[src/rtl/argon_pkg.sv]
// Shared Argon front-end definitions: fetch FSM encoding and the default
// address/instruction widths used across the core.
package argon_pkg;

    localparam int ARGON_ADDR_WIDTH  = 16;
    localparam int ARGON_INSTR_WIDTH = 32;

    typedef enum logic [1:0] {
        IDLE  = 2'd0,
        REQ   = 2'd1,
        DRAIN = 2'd2
    } fetch_state_e;

endpackage

[src/rtl/argon_fetch_queue_if.sv]
// Fetch-queue bus bundle: memory read port (re/busy) plus decode valid/ready port.
interface argon_fetch_queue_if
    import argon_pkg::*;
#(
    parameter int ADDR_WIDTH  = ARGON_ADDR_WIDTH,
    parameter int INSTR_WIDTH = ARGON_INSTR_WIDTH,
    parameter int DEPTH       = 4
);

    localparam int CNT_WIDTH = $clog2(DEPTH) + 1;

    logic [ADDR_WIDTH-1:0]  mem_address;
    logic                   mem_re;
    logic [INSTR_WIDTH-1:0] mem_data;
    logic                   mem_busy;

    logic                   instr_valid;
    logic [INSTR_WIDTH-1:0] instr;
    logic [ADDR_WIDTH-1:0]  instr_pc;
    logic                   instr_ready;
    logic [CNT_WIDTH-1:0]   count;

    modport master (
        output mem_address, mem_re, instr_valid, instr, instr_pc, count,
        input  mem_data, mem_busy, instr_ready
    );

    modport slave (
        input  mem_address, mem_re, instr_valid, instr, instr_pc, count,
        output mem_data, mem_busy, instr_ready
    );

endinterface

[src/rtl/argon_fifo.sv]
// DEPTH-entry synchronous FIFO of {pc, instr}; flush empties it in one cycle
// and takes priority over any same-cycle push or pop.
module argon_fifo
    import argon_pkg::*;
#(
    parameter int ADDR_WIDTH  = ARGON_ADDR_WIDTH,
    parameter int INSTR_WIDTH = ARGON_INSTR_WIDTH,
    parameter int DEPTH       = 4,
    localparam int PTR_W      = $clog2(DEPTH),
    localparam int CNT_W      = $clog2(DEPTH) + 1
) (
    input  logic                   i_clk,
    input  logic                   i_reset_n,
    input  logic                   i_push,
    input  logic [ADDR_WIDTH-1:0]  i_push_pc,
    input  logic [INSTR_WIDTH-1:0] i_push_instr,
    input  logic                   i_pop,
    input  logic                   i_flush,
    output logic                   o_head_valid,
    output logic [ADDR_WIDTH-1:0]  o_head_pc,
    output logic [INSTR_WIDTH-1:0] o_head_instr,
    output logic [CNT_W-1:0]       o_count
);

    typedef struct packed {
        logic [ADDR_WIDTH-1:0]  pc;
        logic [INSTR_WIDTH-1:0] instr;
    } entry_t;

    entry_t           mem_q [DEPTH];
    logic [PTR_W-1:0] wr_ptr_q, wr_ptr_d;
    logic [PTR_W-1:0] rd_ptr_q, rd_ptr_d;
    logic [CNT_W-1:0] count_q, count_d;
    logic             write_en;

    assign write_en = i_push & ~i_flush;

    always_comb begin
        wr_ptr_d = wr_ptr_q;
        rd_ptr_d = rd_ptr_q;
        count_d  = count_q;
        if (i_flush) begin
            wr_ptr_d = '0;
            rd_ptr_d = '0;
            count_d  = '0;
        end else begin
            if (i_push) begin
                wr_ptr_d = wr_ptr_q + PTR_W'(1);
            end
            if (i_pop) begin
                rd_ptr_d = rd_ptr_q + PTR_W'(1);
            end
            count_d = count_q + CNT_W'(i_push) - CNT_W'(i_pop);
        end
    end

    always_ff @(posedge i_clk or negedge i_reset_n) begin
        if (!i_reset_n) begin
            wr_ptr_q <= '0;
            rd_ptr_q <= '0;
            count_q  <= '0;
        end else begin
            wr_ptr_q <= wr_ptr_d;
            rd_ptr_q <= rd_ptr_d;
            count_q  <= count_d;
        end
    end

    // Storage needs no reset: an entry is only observed once count covers it.
    always_ff @(posedge i_clk) begin
        if (write_en) begin
            mem_q[wr_ptr_q] <= {i_push_pc, i_push_instr};
        end
    end

    assign o_head_valid = (count_q != '0);
    assign o_head_pc    = mem_q[rd_ptr_q].pc;
    assign o_head_instr = mem_q[rd_ptr_q].instr;
    assign o_count      = count_q;

endmodule

[src/rtl/argon_fetch_queue.sv]
// Decoupled Argon instruction prefetcher: issues sequential reads, queues
// {pc, instr} and presents them to decode; supports redirect and halt.
module argon_fetch_queue
    import argon_pkg::*;
#(
    parameter int ADDR_WIDTH                  = ARGON_ADDR_WIDTH,
    parameter int INSTR_WIDTH                 = ARGON_INSTR_WIDTH,
    parameter int DEPTH                       = 4,
    parameter logic [ADDR_WIDTH-1:0] PC_STEP  = ADDR_WIDTH'(1),
    parameter logic [ADDR_WIDTH-1:0] RESET_PC = '0
) (
    input  logic                  i_clk,
    input  logic                  i_reset_n,
    input  logic                  i_halt,
    input  logic                  i_redirect,
    input  logic [ADDR_WIDTH-1:0] i_redirect_pc,
    argon_fetch_queue_if.master   fq
);

    localparam int CNT_W = $clog2(DEPTH) + 1;

    fetch_state_e          state_q, state_d;
    logic [ADDR_WIDTH-1:0] fetch_pc_q, fetch_pc_d;
    logic [ADDR_WIDTH-1:0] mem_addr_q, mem_addr_d;
    logic                  mem_re_q, mem_re_d;

    logic                   complete;
    logic                   push;
    logic                   pop;
    logic                   space;
    logic                   issue_ok;
    logic [ADDR_WIDTH-1:0]  seq_pc;
    logic [CNT_W-1:0]       count;
    logic [CNT_W-1:0]       count_next;
    logic                   head_valid;
    logic [ADDR_WIDTH-1:0]  head_pc;
    logic [INSTR_WIDTH-1:0] head_instr;

    // Slot reservation: a read may only be issued if the queue will still have
    // room after this cycle, so the returning data can never overflow it.
    always_comb begin
        complete   = mem_re_q & ~fq.mem_busy;
        push       = complete & (state_q == REQ) & ~i_redirect;
        pop        = head_valid & fq.instr_ready;
        count_next = i_redirect ? '0 : (count + CNT_W'(push) - CNT_W'(pop));
        space      = (count_next < CNT_W'(DEPTH));
        issue_ok   = ~i_halt & space;
        seq_pc     = fetch_pc_q + PC_STEP;
    end

    always_ff @(posedge i_clk or negedge i_reset_n) begin
        if (!i_reset_n) begin
            state_q    <= IDLE;
            fetch_pc_q <= RESET_PC;
            mem_re_q   <= 1'b0;
            mem_addr_q <= '0;
        end else begin
            state_q    <= state_d;
            fetch_pc_q <= fetch_pc_d;
            mem_re_q   <= mem_re_d;
            mem_addr_q <= mem_addr_d;
        end
    end

    always_comb begin
        state_d = state_q;
        case (state_q)
            IDLE: begin
                if (issue_ok && !i_redirect) begin
                    state_d = REQ;
                end
            end
            REQ: begin
                if (i_redirect) begin
                    state_d = fq.mem_busy ? DRAIN : IDLE;
                end else if (complete && !issue_ok) begin
                    state_d = IDLE;
                end
            end
            DRAIN: begin
                if (!fq.mem_busy) begin
                    state_d = IDLE;
                end
            end
            default: state_d = IDLE;
        endcase
    end

    // A read held in DRAIN belongs to the old stream; only fetch_pc follows
    // the redirect while the memory finishes it.
    always_comb begin
        fetch_pc_d = i_redirect ? i_redirect_pc : fetch_pc_q;
        mem_re_d   = mem_re_q;
        mem_addr_d = mem_addr_q;
        case (state_q)
            IDLE: begin
                mem_re_d = 1'b0;
                if (issue_ok && !i_redirect) begin
                    mem_re_d   = 1'b1;
                    mem_addr_d = fetch_pc_q;
                end
            end
            REQ: begin
                if (i_redirect) begin
                    if (!fq.mem_busy) begin
                        mem_re_d = 1'b0;
                    end
                end else if (complete) begin
                    fetch_pc_d = seq_pc;
                    if (issue_ok) begin
                        mem_addr_d = seq_pc;
                    end else begin
                        mem_re_d = 1'b0;
                    end
                end
            end
            DRAIN: begin
                if (!fq.mem_busy) begin
                    mem_re_d = 1'b0;
                end
            end
            default: mem_re_d = 1'b0;
        endcase
    end

    argon_fifo #(
        .ADDR_WIDTH  (ADDR_WIDTH),
        .INSTR_WIDTH (INSTR_WIDTH),
        .DEPTH       (DEPTH)
    ) u_fifo (
        .i_clk        (i_clk),
        .i_reset_n    (i_reset_n),
        .i_push       (push),
        .i_push_pc    (fetch_pc_q),
        .i_push_instr (fq.mem_data),
        .i_pop        (pop),
        .i_flush      (i_redirect),
        .o_head_valid (head_valid),
        .o_head_pc    (head_pc),
        .o_head_instr (head_instr),
        .o_count      (count)
    );

    assign fq.mem_re      = mem_re_q;
    assign fq.mem_address = mem_addr_q;
    assign fq.instr_valid = head_valid;
    assign fq.instr       = head_instr;
    assign fq.instr_pc    = head_pc;
    assign fq.count       = count;

endmodule

[src/flat_wrapper.sv]
// flat-port wrapper written by rule: the top's interface ports become plain ports
module argon_fetch_queue_flat import argon_pkg::*;
#(
    parameter int ADDR_WIDTH                  = ARGON_ADDR_WIDTH,
    parameter int INSTR_WIDTH                 = ARGON_INSTR_WIDTH,
    parameter int DEPTH                       = 4,
    parameter logic [ADDR_WIDTH-1:0] PC_STEP  = ADDR_WIDTH'(1),
    parameter logic [ADDR_WIDTH-1:0] RESET_PC = '0
)
  (i_clk, i_reset_n, i_halt, i_redirect, i_redirect_pc, fq_mem_address, fq_mem_re, fq_instr_valid, fq_instr, fq_instr_pc, fq_count, fq_mem_data, fq_mem_busy, fq_instr_ready);
  argon_fetch_queue_if #(.ADDR_WIDTH(ADDR_WIDTH), .INSTR_WIDTH(INSTR_WIDTH), .DEPTH(DEPTH)) fq_i ();
  input  logic i_clk;
  input  logic i_reset_n;
  input  logic i_halt;
  input  logic i_redirect;
  input  logic [ADDR_WIDTH-1:0] i_redirect_pc;
  output wire logic [$bits(fq_i.mem_address)-1:0] fq_mem_address;
  output wire logic [$bits(fq_i.mem_re)-1:0] fq_mem_re;
  output wire logic [$bits(fq_i.instr_valid)-1:0] fq_instr_valid;
  output wire logic [$bits(fq_i.instr)-1:0] fq_instr;
  output wire logic [$bits(fq_i.instr_pc)-1:0] fq_instr_pc;
  output wire logic [$bits(fq_i.count)-1:0] fq_count;
  input wire logic [$bits(fq_i.mem_data)-1:0] fq_mem_data;
  input wire logic [$bits(fq_i.mem_busy)-1:0] fq_mem_busy;
  input wire logic [$bits(fq_i.instr_ready)-1:0] fq_instr_ready;
  assign fq_mem_address = fq_i.mem_address;
  assign fq_mem_re = fq_i.mem_re;
  assign fq_instr_valid = fq_i.instr_valid;
  assign fq_instr = fq_i.instr;
  assign fq_instr_pc = fq_i.instr_pc;
  assign fq_count = fq_i.count;
  assign fq_i.mem_data = fq_mem_data;
  assign fq_i.mem_busy = fq_mem_busy;
  assign fq_i.instr_ready = fq_instr_ready;
  argon_fetch_queue #(.ADDR_WIDTH(ADDR_WIDTH), .INSTR_WIDTH(INSTR_WIDTH), .DEPTH(DEPTH), .PC_STEP(PC_STEP), .RESET_PC(RESET_PC)) u_core (.i_clk(i_clk), .i_reset_n(i_reset_n), .i_halt(i_halt), .i_redirect(i_redirect), .i_redirect_pc(i_redirect_pc), .fq(fq_i));
endmodule
[config.mk]
export PLATFORM = sky130hd
export DESIGN_NAME = argon_fetch_queue_flat
export DESIGN_NICKNAME = d
export VERILOG_FILES = /design/src/rtl/argon_pkg.sv /design/src/rtl/argon_fetch_queue_if.sv /design/src/rtl/argon_fifo.sv /design/src/rtl/argon_fetch_queue.sv /design/src/flat_wrapper.sv
export SDC_FILE = /design/constraint.sdc
export NUM_CORES = 1
export LEC_CHECK = 0
export ABC_CLOCK_PERIOD_IN_PS = 3100
export CAP_MARGIN = 25
export CORE_ASPECT_RATIO = 0.75
export CORE_MARGIN = 8
export CORE_UTILIZATION = 51
export CTS_BUF_LIST = sky130_fd_sc_hd__clkbuf_4 sky130_fd_sc_hd__clkbuf_8
export CTS_CLUSTER_SIZE = 16
export DETAILED_ROUTE_END_ITERATION = 8
export PLACE_DENSITY = 0.78
export SYNTH_ARGS = -nofsm -noshare
export SYNTH_HDL_FRONTEND = slang
export SYNTH_SLANG_ARGS = --single-unit
[constraint.sdc]
create_clock -name i_clk -period 3.1 [get_ports i_clk]
set_input_delay 0.465 -clock i_clk [delete_from_list [all_inputs] [get_ports i_clk]]
set_output_delay 0.465 -clock i_clk [all_outputs]
set_load 0.005 [all_outputs]
# == Word level (Yosys, flattened, before mapping) ==
# Memory sizes are Yosys's and may differ from the RTL's.
# Index checks and enable logic that the tools add are counted.
# word_totals
regBits,42
mem_bits_rw,192
inputBits,54
output_inout_bits,69
elab_cells,73
mem_count,1
# classes
addsub,5
order_cmp,1
eq_ne,10
muxes,28
n_bitwise,9
n_reduce_logical,12
# memory_table
memory,depth,word_bits,rd,rd_ports_with_merged_regs,write_ports,line_no,source
u_core.u_fifo.mem_q,4,48,1,0,1,argon_fifo.sv:30,entry_t mem_q [DEPTH];
# ops
cell,count
16-bit two-way mux,8
16-bit one-hot mux with 2 select lines,1
2-bit two-way mux,9
16-bit by 1-bit adder with 16-bit output (second input constant),1
1-bit two-way mux,7
1-bit bitwise AND,6
2-bit by 1-bit != test with 1-bit output (second input constant),3
3-bit != test (second input constant),2
2-bit one-hot mux with 3 select lines,1
2-bit nonzero test,3
5-bit AND reduction,1
2-bit by 1-bit adder with 2-bit output (second input constant),2
2-bit != test (second input constant),2
3-bit by 1-bit adder with 3-bit output,1
3-bit less-than comparator (second input constant),1
3-bit two-way mux,1
3-bit by 2-bit != test with 1-bit output (second input constant),1
1-bit NOT,3
1-bit one-hot mux with 3 select lines,1
3-bit AND reduction,1
3-bit nonzero test,1
3-bit by 1-bit subtractor with 3-bit output,1
2-bit by 1-bit equality test with 1-bit output (second input constant),1
2-bit equality test (second input constant),1
4 further kinds,6

# == Longest topological paths before layout ==
# Gate-level depths: netlist (run 1).
# logic_depth
depth_word,14
ltp_mapped,15
depth_no_buf,12

# == Modules after synthesis ==
# From an unflattened synthesis (run 1), not the netlist that was laid out.
# unflattened
cells_unflattened,514
area_unflattened_um2,9469.1
# modules_own_cells
mod,n_inst,cells_per_inst,area_each_um2,seq_area_each_um2
argon_fifo,1,290,7415.9,5940.7
argon_fetch_queue,1,224,2053.2,875.8

# == Least setup slack after synthesis (run 1) ==
# OpenSTA, ideal clock, no wires.
# synth_timing
path_type,input to register
startpoint,input port fq_mem_busy
endpoint,"register u_core.mem_addr_q[11], in the netlist u_core.fq.mem_address[11]"
setup_ns,0.082
arrival_time_ns,3.089
t_required_ns,3.018
slack_ns,-0.071
stages,14
n_path_buf,2
path_cell_list,nand4bb_4 -> clkbuf_1 -> nor2_1 -> inv_1 -> ha_1 -> inv_1 -> ha_1 -> inv_1 -> fa_1 -> xnor3_1 -> o2111a_1 -> clkbuf_1 -> nor2_1 -> a31oi_1
# synth_between
elab_chain_len,12
word_cells_on_any_way,14
cone_classes,add/sub: 2; order compare: 1; eq/ne: 3; mux: 1; bitwise: 5; reduce/logical: 2
# synth_lines
element,line_no,source
start: declaration,flat_wrapper.sv:24,input wire logic [$bits(fq_i.mem_busy)-1:0] fq_mem_busy;
1-bit NOT *,argon_fetch_queue.sv:42,complete = mem_re_q & ~fq.mem_busy;
1-bit bitwise AND *,argon_fetch_queue.sv:42,
1-bit bitwise AND (2 in series),argon_fetch_queue.sv:43,push = complete & (state_q == REQ) & ~i_redirect;
3-bit by 1-bit adder with 3-bit output,argon_fetch_queue.sv:45,count_next = i_redirect ? '0 : (count + CNT_W'(push) - CNT_W'(pop));
3-bit by 1-bit subtractor with 3-bit output,argon_fetch_queue.sv:45,
3-bit two-way mux,argon_fetch_queue.sv:45,
3-bit less-than comparator,argon_fetch_queue.sv:46,space = (count_next < CNT_W'(DEPTH));
1-bit bitwise AND,argon_fetch_queue.sv:47,issue_ok = ~i_halt & space;
1-bit logical AND,argon_fetch_queue.sv:98,if (issue_ok && !i_redirect) begin
2-bit by 1-bit != test with 1-bit output (no line),-,
5-bit AND reduction (no line) *,-,
end signal: assignment,argon_fetch_queue.sv:61,mem_addr_q <= mem_addr_d;
end: declaration,argon_fetch_queue.sv:24,"logic [ADDR_WIDTH-1:0] mem_addr_q, mem_addr_d;"
# Mark *: on every way between the ends. The rest lies on a longest branch, timed or not.
# A chain may end at the register's enable or synchronous reset.

# == Worst setup path after layout (run 1) ==
# layout_timing
startpoint,input port fq_mem_busy
endpoint,"register u_core.mem_addr_q[15], in the netlist u_core.fq.mem_address[15]"
# The elaborated chain is that of the path after synthesis.

==> reports/qor.yml, run 1 <==
final_layout:
  syn_to_final_growth_pct: 25.3
  antenna_cells: 0
  instances_no_fill: 936
  fillCellCount: 1223
  drive_gt1_share_pct: 19.9
  multi_input_area_um2: 2290
  mostFrequentLayoutCells: "edfxtp_1, clkdlybuf4s50_1, mux4_2"
  final_common_cell: "edfxtp_1"
  fin_nets: 734
  regArea_um2: 6820
clocking:
  cts_tree: "yes"
  cts.sinks: 234
  numCtsBuffers: 36
  cts_root_buf: "clkbuf_8"
  cts_buffer_depth: 3
  path_clk_slew_ns: 0.07
  h-tree-depth: 2
  clk_latency_ns: 0.50
floorplan:
  start_util_pct: 52.3
  die_width_um: 172
  core-area_um2: 17700
  rows: 42
  die_area_um2: 22800
  dieHeight_um: 133
  num_io_pins: 123
timing:
  rsz0062_at_grt: "no"
  slew_viol_final: 0
  relSlewSlack_pct: 67.1
  setup_viol: 0
  setup_ws_ns: 0.217
  hold_viol: 0
  max_freq_mhz: 347
  whs_ns: 0.288
  finalCritPeriodShare_pct: 93.0
  worstMarginPinSlew_ns: 0.493
  layout_min_cycle_time_ns: 2.88
  fin_skew_ns: 0.0280
  tns_ns: 0
yosys:
  synthCells: 515
  yosys_warnings: 0
  ys_top_cells_by_area: "edfxtp_1, mux4_2, dfrtp_1, xnor2_1, nand2_1"
  synth_cell_types: 42
  synth_area_um2: 9260
  syn-num-nets: 577
  synth_top_cell_by_area: "edfxtp_1"
  syn_area_per_cell_um2: 18.0
  ys_ff_latch: 234
  synth_seq_area_share_pct: 73.6
  synth_top_area_share_pct: 62.3
drt:
  wire_per_inst_um: 21.0
  drtAntennaViolNets: 0
  topRoutingLayerUsed: "met4"
  via_per_inst: 5.58
  drc: 0
  totalWireLength_um: 19600
  met2_length_um: 8920
  drt_pass1_iterations: 4
  wl_met3_um: 1940
  drt-initial-drc-count: 400
  num_vias: 5227
  wl_met1_um: 8510
setup_path:
  critPathArrivalTime_ns: 3.29
  r2r_setup_slack_ns: 0.22
  cp-start-kind: "input port"
  timing.rr.start: "u_core.u_fifo.o_count[1]"
  crit_path_max_incr_delay_ns: 0.44
  cp-end-kind: "flip-flop"
  crit_end: "u_core.fq.mem_address[15]"
  path_cells: "clkdlybuf4s50_1, nand4bb_4, nor2_1, inv_1, ha_1, inv_1, ha_1, inv_1, fa_1, xnor3_2, o2111a_1, buf_12, nor2_1, a31oi_1"
  r2r_end: "u_core.fq.mem_address[15]"
  critical_path.startpoint: "fq_mem_busy"
  cp.required_ns: 3.51
  critPathKind: "input port to flip-flop"
  cp_common_cell: "inv_1"
  crit_slowest_cell: "xnor3_2"
  crit_fanout: 30
  r2r_cells: 11
pwr:
  combPwrFrac_pct: 25.8
  p_clk_share_pct: 28.1
  total_power_mw: 8.40
  p_seq_share_pct: 46.1
  total_leakage_power_nw: 3.89
  switchingPower_mw: 2.19
  p_int_mw: 6.21
  max-vdd-ir-drop_v: 0.000466
  swShare_pct: 26.1
  power_density_nw_per_um2: 724
placed_design:
  hpwl_um: 12800
  dp_cells: 873
  gp_congestion: 0.807
  portBuffers: 122
  place_ws_ns: -0.326
flow_run:
  cap_viol_max_count: 0
min_path:
  min_path_type: "input port to async pin"
grt:
  grt_usage_pct: 17.2
  grt_pass1_vias: 5589
  grt_pass1_wl_um: 30700
  grt_max_degree: 49
  overflow: 0
  antenna_found_initial: 0
outcome:
  outcome: "finished clean"
-- kinds of logic after synthesis --
| kind of cell | after synthesis | share of synthesized area (%) |
|---|---|---|
| simple gates | 117 | 6.57 |
| compound gates | 43 | 2.63 |
| fa+ha+maj | 8 | 1.16 |
| xor+xnor | 24 | 2.42 |
| mux | 50 | 11.9 |
| flops | 234 | 73.6 |
| buf+inv | 39 | 1.72 |
-- state kept, by name (all words and copies together) (netlist names) --
signal and cells:
u_core.u_fifo.mem_q 192, u_core.fq.mem_address 16, u_core.u_fifo.wr_ptr_q 2, u_core.fq.mem_re 1, u_core.fetch_pc_q 16, u_core.u_fifo.o_count 3
u_core.u_fifo.rd_ptr_q 2, u_core.state_q 2
-- power by group through the flow --
stage / Clock [mW] / Sequential (mW) / Combinational (mW)
floorplan: 0 / 3.79 / 1.10
global placement: 0 / 3.95 / 2.07
detailed placement: 0 / 3.95 / 2.12
CTS: 2.42 / 3.90 / 2.12
global route: 2.55 / 3.90 / 2.35
finish: 2.36 / 3.87 / 2.17
-- worst max-delay path: cells and delay by family --
family,cells,cell delay [ns]
AOI/OAI and AO/OA,2,0.40
xor gates and xnor gates,1,0.44
adders and majority gates,3,0.76
buffers and inverters,5,0.79
and+or+nand+nor,3,0.43
-- per-stage QoR --
step / instance area, um^2 / util [%]
after floorplan: 9260 / -
after global routing: 11600 / 65.5
after CTS: 11500 / 65.2
final: 11600 / 65.5
after detailed placement: 10900 / 61.5
after global placement: 10900 / 61.5
-- layout make-up --
class                      instances  share of cell area [%]
inverter                          11                   0.356
multi-input combinational        242                    19.7
sequential                       234                    58.8
clock buffer                      51                    5.30
tap                              242                    2.61
clock inverter                     9                   0.356
timing repair buffer             147                    12.8
-- worst min path at each step --
stage / from / endpoint / slack (ns) / depth (start not counted)
6_report: i_reset_n / u_core.state_q[1] / 0.29 / 2
5_1_grt: i_reset_n / u_core.state_q[1] / 0.27 / 2
4_1_cts: i_reset_n / u_core.state_q[1] / 0.14 / 1
3_5_place_dp: u_core.fq.mem_address[10] / u_core.fq.mem_address[10] / 0.54 / 2
3_3_place_gp: u_core.fq.mem_address[2] / u_core.fq.mem_address[2] / 0.54 / 2
2_1_floorplan: i_reset_n / u_core.fetch_pc_q[0] / 0.17 / 0
-- Yosys cell counts, drive strengths merged --
cell / count
xor2: 3
a221oi: 1
a2111oi: 1
nor3: 9
o22ai: 1
dfrtp: 42
nand4: 4
o21ai: 20
a21oi: 12
inv: 11
nand4bb: 1
nand2: 31
xnor2: 20
or3: 4
clkbuf: 17
nor2: 27
or2: 1
o2111a: 1
nand2b: 1
ha: 7
mux2i: 2
nand4b: 1
a21boi: 2
o31a: 1
and4: 1
a31oi: 4
nor4: 3
and2: 4
fa: 1
edfxtp: 192
and3: 1
buf: 11
nand3: 11
nor2b: 9
mux4: 48
or4: 9
xnor3: 1
-- what timing repair did --
| action | CTS | global route |
|---|---|---|
| setup buffers | 0 | 1 |
| gates resized for setup | 0 | 1 |
| endpoints found under the hold margin | 0 | 42 |
| setup endpoints to repair | 0 | 23 |
| hold buffers | 0 | 1 |
-- routing by layer --
metal | GRT usage [%] | up-vias
met3 | 5.29 | 27
met4 | 3.95 | 0
met2 | 25.9 | 219
met5 | 0 | -
li1 | - | 2321
met1 | 24.3 | 2660
Note: power is estimated with default switching activity, not from simulation.
==> run 2, diff against run 1 <==
==> constraint.sdc (replaced) <==
create_clock -name i_clk -period 3.1 [get_ports i_clk]
set_input_delay 0.31 -clock i_clk [delete_from_list [all_inputs] [get_ports i_clk]]
set_output_delay 0.31 -clock i_clk [all_outputs]
set_load 0.005 [all_outputs]
==> reports/qor.yml, run 2 (synthesized netlist as in run 1, its figures left out) <==
outcome:
  outcome: "finished clean"  # unchanged
floorplan:
  rows: 42  # unchanged
  dieHeight_um: 133  # unchanged
  core-area_um2: 17700  # unchanged
  die_width_um: 172  # unchanged
  num_io_pins: 123  # unchanged
  start_util_pct: 52.3  # unchanged
  die_area_um2: 22800  # unchanged
final_layout:
  top_register: "u_core.u_fifo.mem_q"  # unchanged
  drive_gt1_share_pct: 19.6  # was 19.9%
  mostFrequentLayoutCells: "edfxtp_1, clkdlybuf4s50_1, mux4_2"  # unchanged
  largest_register_ffs: 192  # unchanged
  fin_nets: 731  # was 734
  design_area_um2: 11700  # was 11,600 um^2
  final_common_cell: "edfxtp_1"  # unchanged
  antenna_cells: 0  # unchanged
  syn_to_final_growth_pct: 26.0  # was 25.3%
grt:
  antenna_found_initial: 0  # unchanged
  grt_pass1_wl_um: 31000  # was 30,700 um
  grt_usage_pct: 17.7  # was 17.2%
  overflow: 0  # unchanged
  grt_pass1_vias: 5624  # was 5,589
  grt_max_degree: 49  # unchanged
drt:
  drt_pass1_iterations: 4  # unchanged
  wire_per_inst_um: 21.1  # was 21.0 um
  totalWireLength_um: 19900  # was 19,600 um
  drt-initial-drc-count: 380  # was 400
  drc: 0  # unchanged
  drtAntennaViolNets: 0  # unchanged
  via_per_inst: 5.49  # was 5.58
  num_vias: 5158  # was 5,227
placed_design:
  post_dp_cell_area_um2: 10900  # about the same
  place_ws_ns: -0.217  # was -0.326 ns
  hpwl_um: 12800  # about the same
  gp_congestion: 0.859  # was 0.807
  portBuffers: 122  # unchanged
timing:
  rsz0062_at_grt: "no"  # unchanged
  layout_min_cycle_time_ns: 2.90  # was 2.88 ns
  worstMarginPinSlew_ns: 0.660  # was 0.493 ns
  setup_viol: 0  # unchanged
  fin_skew_ns: 0.0168  # was 0.0280 ns
  relSlewSlack_pct: 56.0  # was 67.1%
  hold_viol: 0  # unchanged
  finalCritPeriodShare_pct: 93.6  # was 93.0%
  max_freq_mhz: 345  # was 347 MHz
  setup_ws_ns: 0.200  # was 0.217 ns
  slew_viol_final: 0  # unchanged
setup_path:
  critPathArrivalTime_ns: 3.32  # was 3.29 ns
  cp-end-kind: "flip-flop"  # unchanged
  critPathKind: "flip-flop to flip-flop"  # was input port to flip-flop
  cp-start-kind: "flip-flop"  # was input port
  cp.required_ns: 3.52  # was 3.51 ns
  crit_fanout: 30  # unchanged
clocking:
  clk_latency_ns: 0.52  # was 0.50 ns
  numCtsBuffers: 38  # was 36
  cts_hold_buf: 1  # was 0
  cts_root_buf: "clkbuf_8"  # unchanged
  cts.sinks: 234  # unchanged
  cts_resized: 0  # unchanged
  path_clk_slew_ns: 0.06  # was 0.07 ns
  post_cts_buffers: 0  # unchanged
  cts_buffer_depth: 3  # unchanged
  h-tree-depth: 2  # unchanged
  cts_tree: "yes"  # unchanged
pwr:
  max-vdd-ir-drop_v: 0.000431  # was 0.000466 V
  power_density_nw_per_um2: 733  # was 724 nW/um^2
  total_leakage_power_nw: 3.91  # was 3.89 nW
  total_power_mw: 8.55  # was 8.40 mW
flow_run:
  cap_viol_max_count: 0  # unchanged
min_path:
  min_path_type: "input port to async pin"  # unchanged
run 2: cell count changes in the layout (fill, tap and decap cells not counted), sizes merged:
cell	delta
buf	-5
bufinv	+1
clkinv	+8
clkinvlp	+1
inv	-1
run 2: layout make-up:
class                   instances  area, um^2
clock inverters                18         105
repair buffers                142        1470
flip-flops and latches        234        6820
fillers                      1222        6040
clock buffers                  51         639
well taps                     242         303
inverters                      11        41.3
multi-input cells             242        2290
run 2: stage by stage:
| step | instances | utilization, % | setup TNS, ns | hold slack (ns) |
|---|---|---|---|---|
| after floorplan | 515 | - | 0 | 0.0144 |
| after global placement | 869 | 61.5 | -0.461 | 0.491 |
| after detailed placement | 869 | 61.5 | -2.98 | 0.510 |
| after CTS | 939 | 65.8 | 0 | 0.347 |
| after global routing | 940 | 65.9 | 0 | 0.319 |
| final | 940 | 65.9 | 0 | 0.304 |
run 2: routing by layer:
layer	vias to the layer above	GRT usage [%]	wire, um
met5	-	0	0
met4	0	5.40	323
met3	31	5.35	1860
met2	205	27.9	9380
met1	2604	23.3	8300
li1	2318	-	-
run 2: worst max-delay path, stage by stage (launching register included):
cell and delay (ns):
dfrtp_1 0.47, nand4bb_4 0.13, nor2_1 0.17, inv_1 0.08, ha_1 0.28, inv_1 0.06
ha_1 0.13, inv_1 0.05, fa_1 0.37, xnor3_1 0.46, o2111a_1 0.27, buf_12 0.19
nor2_1 0.07, a21oi_1 0.13
run 2: path summary, 6_finish.rpt:
path | from | end | slack (ns) | cells past startpoint
hold / removal | i_reset_n | u_core.fetch_pc_q[2] | 0.30 | 3
min in group i_clk | i_redirect_pc[1] | u_core.fetch_pc_q[1] | 0.36 | 3
max in group asynchronous | i_reset_n | u_core.u_fifo.rd_ptr_q[0] | 2.58 | 3
setup / recovery | u_core.fq.mem_re | u_core.fq.mem_address[10] | 0.20 | 13
setup reg to reg | u_core.fq.mem_re | u_core.fq.mem_address[10] | 0.20 | 13
hold reg to reg | u_core.fq.mem_address[14] | u_core.fq.mem_address[14] | 0.54 | 2
run 2: power breakdown:
group / switching, mW / total [mW] / internal, mW
Combinational: 0.834 / 2.12 / 1.29
Clock: 1.15 / 2.58 / 1.43
Sequential: 0.246 / 3.85 / 3.60
Total: 2.23 / 8.55 / 6.32
